==> config.mk <==
export PLATFORM = sky130hd
export DESIGN_NAME = move_sequencer
export DESIGN_NICKNAME = d
export VERILOG_FILES = /design/src/rtl/move_sequencer.sv
export SDC_FILE = /design/constraint.sdc
export NUM_CORES = 1
export LEC_CHECK = 0
export ABC_AREA = 1
export ABC_CLOCK_PERIOD_IN_PS = 3200
export BUFFER_PORTS_ARGS = -buffer_cell sky130_fd_sc_hd__buf_2
export CORE_MARGIN = 2
export CORE_UTILIZATION = 40
export DETAILED_ROUTE_END_ITERATION = 10
export GPL_ROUTABILITY_DRIVEN = 0
export MAX_ROUTING_LAYER = met4
export PLACE_DENSITY = 0.59
export SLEW_MARGIN = 10
export SYNTH_ARGS = -nofsm -noshare
export SYNTH_HDL_FRONTEND = slang
export SYNTH_SLANG_ARGS = --single-unit
==> constraint.sdc <==
create_clock -name clk -period 3.2 [get_ports clk]
set_input_delay 0.64 -clock clk [delete_from_list [all_inputs] [get_ports clk]]
set_output_delay 0.64 -clock clk [all_outputs]
set_load 0.005 [all_outputs]
==> src/rtl/move_sequencer.sv <==
// Move controller for the 2048 grid: launches a move wave, waits for all lanes,
// spawns new tiles through the preset path and evaluates game-over.
module move_sequencer #(
    parameter int unsigned TIMEOUT   = 64,
    parameter logic [15:0] LFSR_SEED = 16'hACE1
) (
    input  logic        clk,
    input  logic        rst,
    input  logic        move_req,
    input  logic [3:0]  move_dir,
    input  logic        new_game,
    input  logic [3:0]  lane_done,
    input  logic [63:0] board,
    output logic [3:0]  launch,
    output logic        preset_ext,
    output logic [15:0] preset_cell,
    output logic [3:0]  preset_value,
    output logic        busy,
    output logic        moved,
    output logic        error,
    output logic        game_over
);

    localparam int unsigned TimerW = (TIMEOUT > 2) ? $clog2(TIMEOUT) : 1;

    typedef enum logic [2:0] {
        StIdle,
        StLaunch,
        StWait,
        StSettle,
        StCompare,
        StSpawn,
        StCheck
    } state_e;

    state_e             state_q;
    logic [3:0]         dir_q;
    logic [3:0]         done_q;
    logic [63:0]        snap_q;
    logic [TimerW-1:0]  timer_q;
    logic [1:0]         spawns_q;
    logic [15:0]        lfsr_q;
    logic [15:0]        lfsr_d;
    logic               preset_ext_q;
    logic [15:0]        preset_cell_q;
    logic [3:0]         preset_value_q;
    logic               moved_q;
    logic               error_q;
    logic               game_over_q;

    logic               dir_ok;
    logic [15:0]        cell_empty;
    logic [3:0]         scan_idx;
    logic               spawn_found;
    logic [15:0]        spawn_cell;
    logic [3:0]         spawn_value;
    logic               has_pair;
    logic               no_moves;

    assign lfsr_d = {lfsr_q[14:0], lfsr_q[15] ^ lfsr_q[13] ^ lfsr_q[12] ^ lfsr_q[10]};
    assign dir_ok = (move_dir != 4'd0) && ((move_dir & (move_dir - 4'd1)) == 4'd0);

    always_comb begin
        cell_empty = '0;
        for (int k = 0; k < 16; k++) begin
            cell_empty[k] = (board[4*k +: 4] == 4'd0);
        end
    end

    // Spawn target is chosen with the LFSR value the SPAWN cycle will hold (lfsr_d).
    always_comb begin
        spawn_found = 1'b0;
        spawn_cell  = '0;
        scan_idx    = '0;
        for (int i = 0; i < 16; i++) begin
            scan_idx = lfsr_d[3:0] + 4'(i);
            if (!spawn_found && cell_empty[scan_idx]) begin
                spawn_found          = 1'b1;
                spawn_cell[scan_idx] = 1'b1;
            end
        end
        spawn_value = (lfsr_d[7:4] == 4'd0) ? 4'd2 : 4'd1;
    end

    always_comb begin
        has_pair = 1'b0;
        for (int r = 0; r < 4; r++) begin
            for (int c = 0; c < 3; c++) begin
                if (board[4*(4*r+c) +: 4] == board[4*(4*r+c+1) +: 4]) has_pair = 1'b1;
            end
        end
        for (int k = 0; k < 12; k++) begin
            if (board[4*k +: 4] == board[4*(k+4) +: 4]) has_pair = 1'b1;
        end
        no_moves = (cell_empty == 16'd0) && !has_pair;
    end

    always_ff @(posedge clk) begin
        if (!rst) begin
            state_q        <= StIdle;
            dir_q          <= '0;
            done_q         <= '0;
            snap_q         <= '0;
            timer_q        <= '0;
            spawns_q       <= '0;
            lfsr_q         <= LFSR_SEED;
            preset_ext_q   <= 1'b0;
            preset_cell_q  <= '0;
            preset_value_q <= '0;
            moved_q        <= 1'b0;
            error_q        <= 1'b0;
            game_over_q    <= 1'b0;
        end else begin
            lfsr_q         <= lfsr_d;
            preset_ext_q   <= 1'b0;
            preset_cell_q  <= '0;
            preset_value_q <= '0;
            moved_q        <= 1'b0;
            error_q        <= 1'b0;

            case (state_q)
                StIdle: begin
                    if (new_game) begin
                        game_over_q    <= 1'b0;
                        spawns_q       <= 2'd2;
                        preset_ext_q   <= spawn_found;
                        preset_cell_q  <= spawn_cell;
                        preset_value_q <= spawn_found ? spawn_value : 4'd0;
                        state_q        <= StSpawn;
                    end else if (move_req && dir_ok && !game_over_q) begin
                        dir_q   <= move_dir;
                        snap_q  <= board;
                        state_q <= StLaunch;
                    end
                end
                StLaunch: begin
                    done_q  <= '0;
                    timer_q <= '0;
                    state_q <= StWait;
                end
                StWait: begin
                    // Timeout is committed one cycle early so error is a registered pulse.
                    if (error_q) begin
                        state_q <= StIdle;
                    end else begin
                        done_q  <= done_q | lane_done;
                        timer_q <= timer_q + TimerW'(1);
                        if ((done_q | lane_done) == 4'hF) begin
                            state_q <= StSettle;
                        end else if (timer_q == TimerW'(TIMEOUT - 2)) begin
                            error_q <= 1'b1;
                        end
                    end
                end
                StSettle: begin
                    moved_q <= (board != snap_q);
                    state_q <= StCompare;
                end
                StCompare: begin
                    if (moved_q) begin
                        spawns_q       <= 2'd1;
                        preset_ext_q   <= spawn_found;
                        preset_cell_q  <= spawn_cell;
                        preset_value_q <= spawn_found ? spawn_value : 4'd0;
                        state_q        <= StSpawn;
                    end else begin
                        state_q <= StIdle;
                    end
                end
                StSpawn: begin
                    spawns_q <= spawns_q - 2'd1;
                    state_q  <= StCheck;
                end
                StCheck: begin
                    if (spawns_q != 2'd0) begin
                        preset_ext_q   <= spawn_found;
                        preset_cell_q  <= spawn_cell;
                        preset_value_q <= spawn_found ? spawn_value : 4'd0;
                        state_q        <= StSpawn;
                    end else begin
                        if (no_moves) game_over_q <= 1'b1;
                        state_q <= StIdle;
                    end
                end
                default: state_q <= StIdle;
            endcase
        end
    end

    assign launch       = (state_q == StLaunch) ? dir_q : 4'd0;
    assign busy         = (state_q != StIdle);
    assign preset_ext   = preset_ext_q;
    assign preset_cell  = preset_cell_q;
    assign preset_value = preset_value_q;
    assign moved        = moved_q;
    assign error        = error_q;
    assign game_over    = game_over_q;

endmodule

==> results.json <==
{
  "synth-seq-cells": 121,
  "grt_pass1_wl_mm": 67.90,
  "fin_crit_ns": 3.276,
  "start_util_pct": 40.88,
  "crit_required_ns": 3.56,
  "place.port_buffers": 102,
  "clk_path_buf_depth": 2,
  "setup_violations": 15,
  "syn_area_sq_um": 11080,
  "cts-buffers-inserted": 17,
  "antenna_cells": 0,
  "cp.arrival_ns": 3.63,
  "synth_edf_count": 0,
  "grt_setup_unrepaired": "true",
  "yosysMostFrequentCell": "nor2_1",
  "dieArea_sq_um": 29040,
  "cp_max_fo": 8,
  "yosysSeqAreaShare_pct": 21.87,
  "finalPower_mw": 7.045,
  "holdWs_ns": 0.4061,
  "core_area_sq_um": 27100,
  "area_delta_synth_final_pct": 34.10,
  "cts-root-buf": "clkbuf_16",
  "htree_levels": 4,
  "multi_input_area_sq_um": 7781,
  "grt_overflow_total": 0,
  "grt_pass1_vias": 12190,
  "cts_tree": "built",
  "path_class": "register to register",
  "fmax_ghz": 0.3053,
  "relSlewSlack_pct": 59.39,
  "clkLatencyLatePin_ns": 0.43,
  "vias": 13600,
  "pre_cts_ws_ns": -0.4023,
  "routed_wl_mm": 45.49,
  "fin_worst_skew_ns": 0.01489,
  "io_pins": 105,
  "num_rows": 60,
  "path_clk_slew_ns": 0.07,
  "ys_warn_count": 0,
  "status": "finished, violations left",
  "synth_ff_type": "dfxtp_1",
  "antenna_found_initial": 0,
  "synth.distinct_cells": 49,
  "syn_inst": 1873,
  "drive_above_1_share_pct": 25.50,
  "maxCapViolCount": 0,
  "clkSinkCount": 121,
  "remaining_drc_errors": 8,
  "p_leak_nw": 6.718,
  "detail_route.wl_per_cell_microns": 18.36,
  "power_density_nw_per_um2": 474.2,
  "grt_max_degree": 79,
  "period_share_pct": 102.4,
  "routed_via_density": 5.486,
  "finalMaxSlewViolations": 0,
  "cp-end-kind": "register",
  "die_w_microns": 170.4,
  "vdd_drop_max_mv": 0.3797,
  "tightest_slew_ns": 0.6008,
  "hold_class": "register to register",
  "violations": "design-rule violations, negative setup slack",
  "postSynth.asyncResetShare_pct": 0,
  "setup_slack_ns": -0.07569,
  "dieHeight_microns": 170.4,
  "synth_top_cell_area_share_pct": 21.87,
  "synthTopCellsByCount": "nor2_1 (344), nand2_1 (256), inv_1 (248)",
  "synth.area.top_cells": "dfxtp_1 (22%), nor2_1 (12%), nand3_1 (10%)",
  "place_hpwl_mm": 32.89,
  "yosys.area.top_type": "dfxtp_1",
  "first_pass_iters": 11,
  "syn_area_per_cell_sq_um": 5.915,
  "drtIter0Drc": 1868,
  "antenna_left": 0,
  "final_nets": 2181,
  "start_kind": "register",
  "fillCellCount": 2691,
  "hold_violations": 0,
  "regArea_sq_um": 2434,
  "grtUsageTotal_pct": 30.94
}
[stage by stage]
step,util [%],TNS (ns),cell area (sq um),cells
2_1_floorplan,-,0,11090,1874
3_3_place_gp,48.67,-5.153,13190,2416
3_5_place_dp,48.67,-5.696,13190,2416
4_1_cts,50.91,-0.008924,13800,2448
5_1_grt,54.82,-3.295,14860,2478
6_report,54.82,-0.6497,14860,2478
[area by class of cell]
cell class,count,area share (%)
Timing Repair Buffer,330,17.69
Multi-Input combinational cell,1366,52.38
Inverter,257,6.527
Clock buffer,18,2.956
Clock inverter,14,0.9349
Sequential cell,121,16.38
Tap cell,372,3.133
[cells in the final DEF (no fill, tap or decap), drive strengths merged, types with 3 or more instances in the layout]
| cell type | count |
|---|---|
| nor2 | 359 |
| inv | 261 |
| nand3 | 236 |
| o2111ai | 6 |
| nor4b | 3 |
| ha | 12 |
| xnor2 | 105 |
| clkinv | 6 |
| clkinvlp | 3 |
| or2 | 10 |
| nand2 | 268 |
| buf | 323 |
| nor4 | 15 |
| clkbuf | 25 |
| o21ai | 88 |
| dfxtp | 121 |
| nor3 | 31 |
| a31oi | 5 |
| a21oi | 66 |
| nand4 | 103 |
| xor2 | 39 |
[state kept, by name, summed over array words and instances (netlist names)]
name and flops:
snap_q 64, lfsr_q 16, preset_cell 16, timer_q 6, dir_q 4, done_q 4, state_q 3, preset_value 2
spawns_q 2, error 1, game_over 1, moved 1, preset_ext 1
[report_power, final]
part	switching (mW)	internal, mW
Sequential	0.0923	1.64
Clock	0.855	1.11
Combinational	2.14	1.21
[metal layers]
layer  global-route usage, %  up-vias  part of all wire [%]
met3                   6.488      154                    12
li1                        -     6461                     -
met4                   9.885        0                   3.8
met5                       -        -                     0
met1                   42.92     6193                    43
met2                   44.63      787                    42
[kinds of logic (layout without fill, tap and decap cells)]
| family | count (synthesis) | after routing | synth area share [%] |
|---|---|---|---|
| other | 1 | 2 | 0.03385 |
| and+or+nand+nor | 1033 | 1033 | 43.16 |
| AOI/OAI and AO/OA | 175 | 175 | 8.471 |
| buffers and inverters | 387 | 619 | 13.73 |
| DFF | 121 | 121 | 21.87 |
| adders and majority gates | 12 | 12 | 1.355 |
| xor gates and xnor gates | 144 | 144 | 11.38 |
[path summary, 6_finish.rpt]
path	start	endpoint	slack, ns	cells after the start
max reg2reg	lfsr_q[15]	preset_cell[15]	-0.08	26
max	lfsr_q[15]	preset_cell[15]	-0.08	26
min	lfsr_q[11]	lfsr_q[12]	0.41	2
min reg2reg	lfsr_q[11]	lfsr_q[12]	0.41	2
[what timing repair did]
item                                   4_1_cts  5_1_grt
cloned                                       0        8
pin swaps                                    0       64
hold buffers                                 0        0
setup endpoints to repair                   16       16
resized for setup                            7      179
endpoints found under the hold margin        0        0
setup buffers                                0       23
[worst max-delay path, cell delays in order, from the launching register on]
cell,delay [ns]
dfxtp_2,0.35
nor2_4,0.15
inv_2,0.06
nand2_4,0.09
nand2_8,0.09
buf_4,0.15
nand3_4,0.09
nand2_4,0.10
buf_4,0.15
nand2_2,0.07
nand3_2,0.07
nand3_2,0.10
nand2_4,0.08
nor2_8,0.12
nand4_4,0.13
nor2_8,0.15
nand4_4,0.10
buf_6,0.15
nor2_8,0.11
buf_4,0.14
nand4_4,0.14
buf_12,0.21
nor2_1,0.08
nor2_1,0.06
nand3_1,0.07
nor2_1,0.06
nor2_1,0.13
Power figures use the tool's default switching activity.
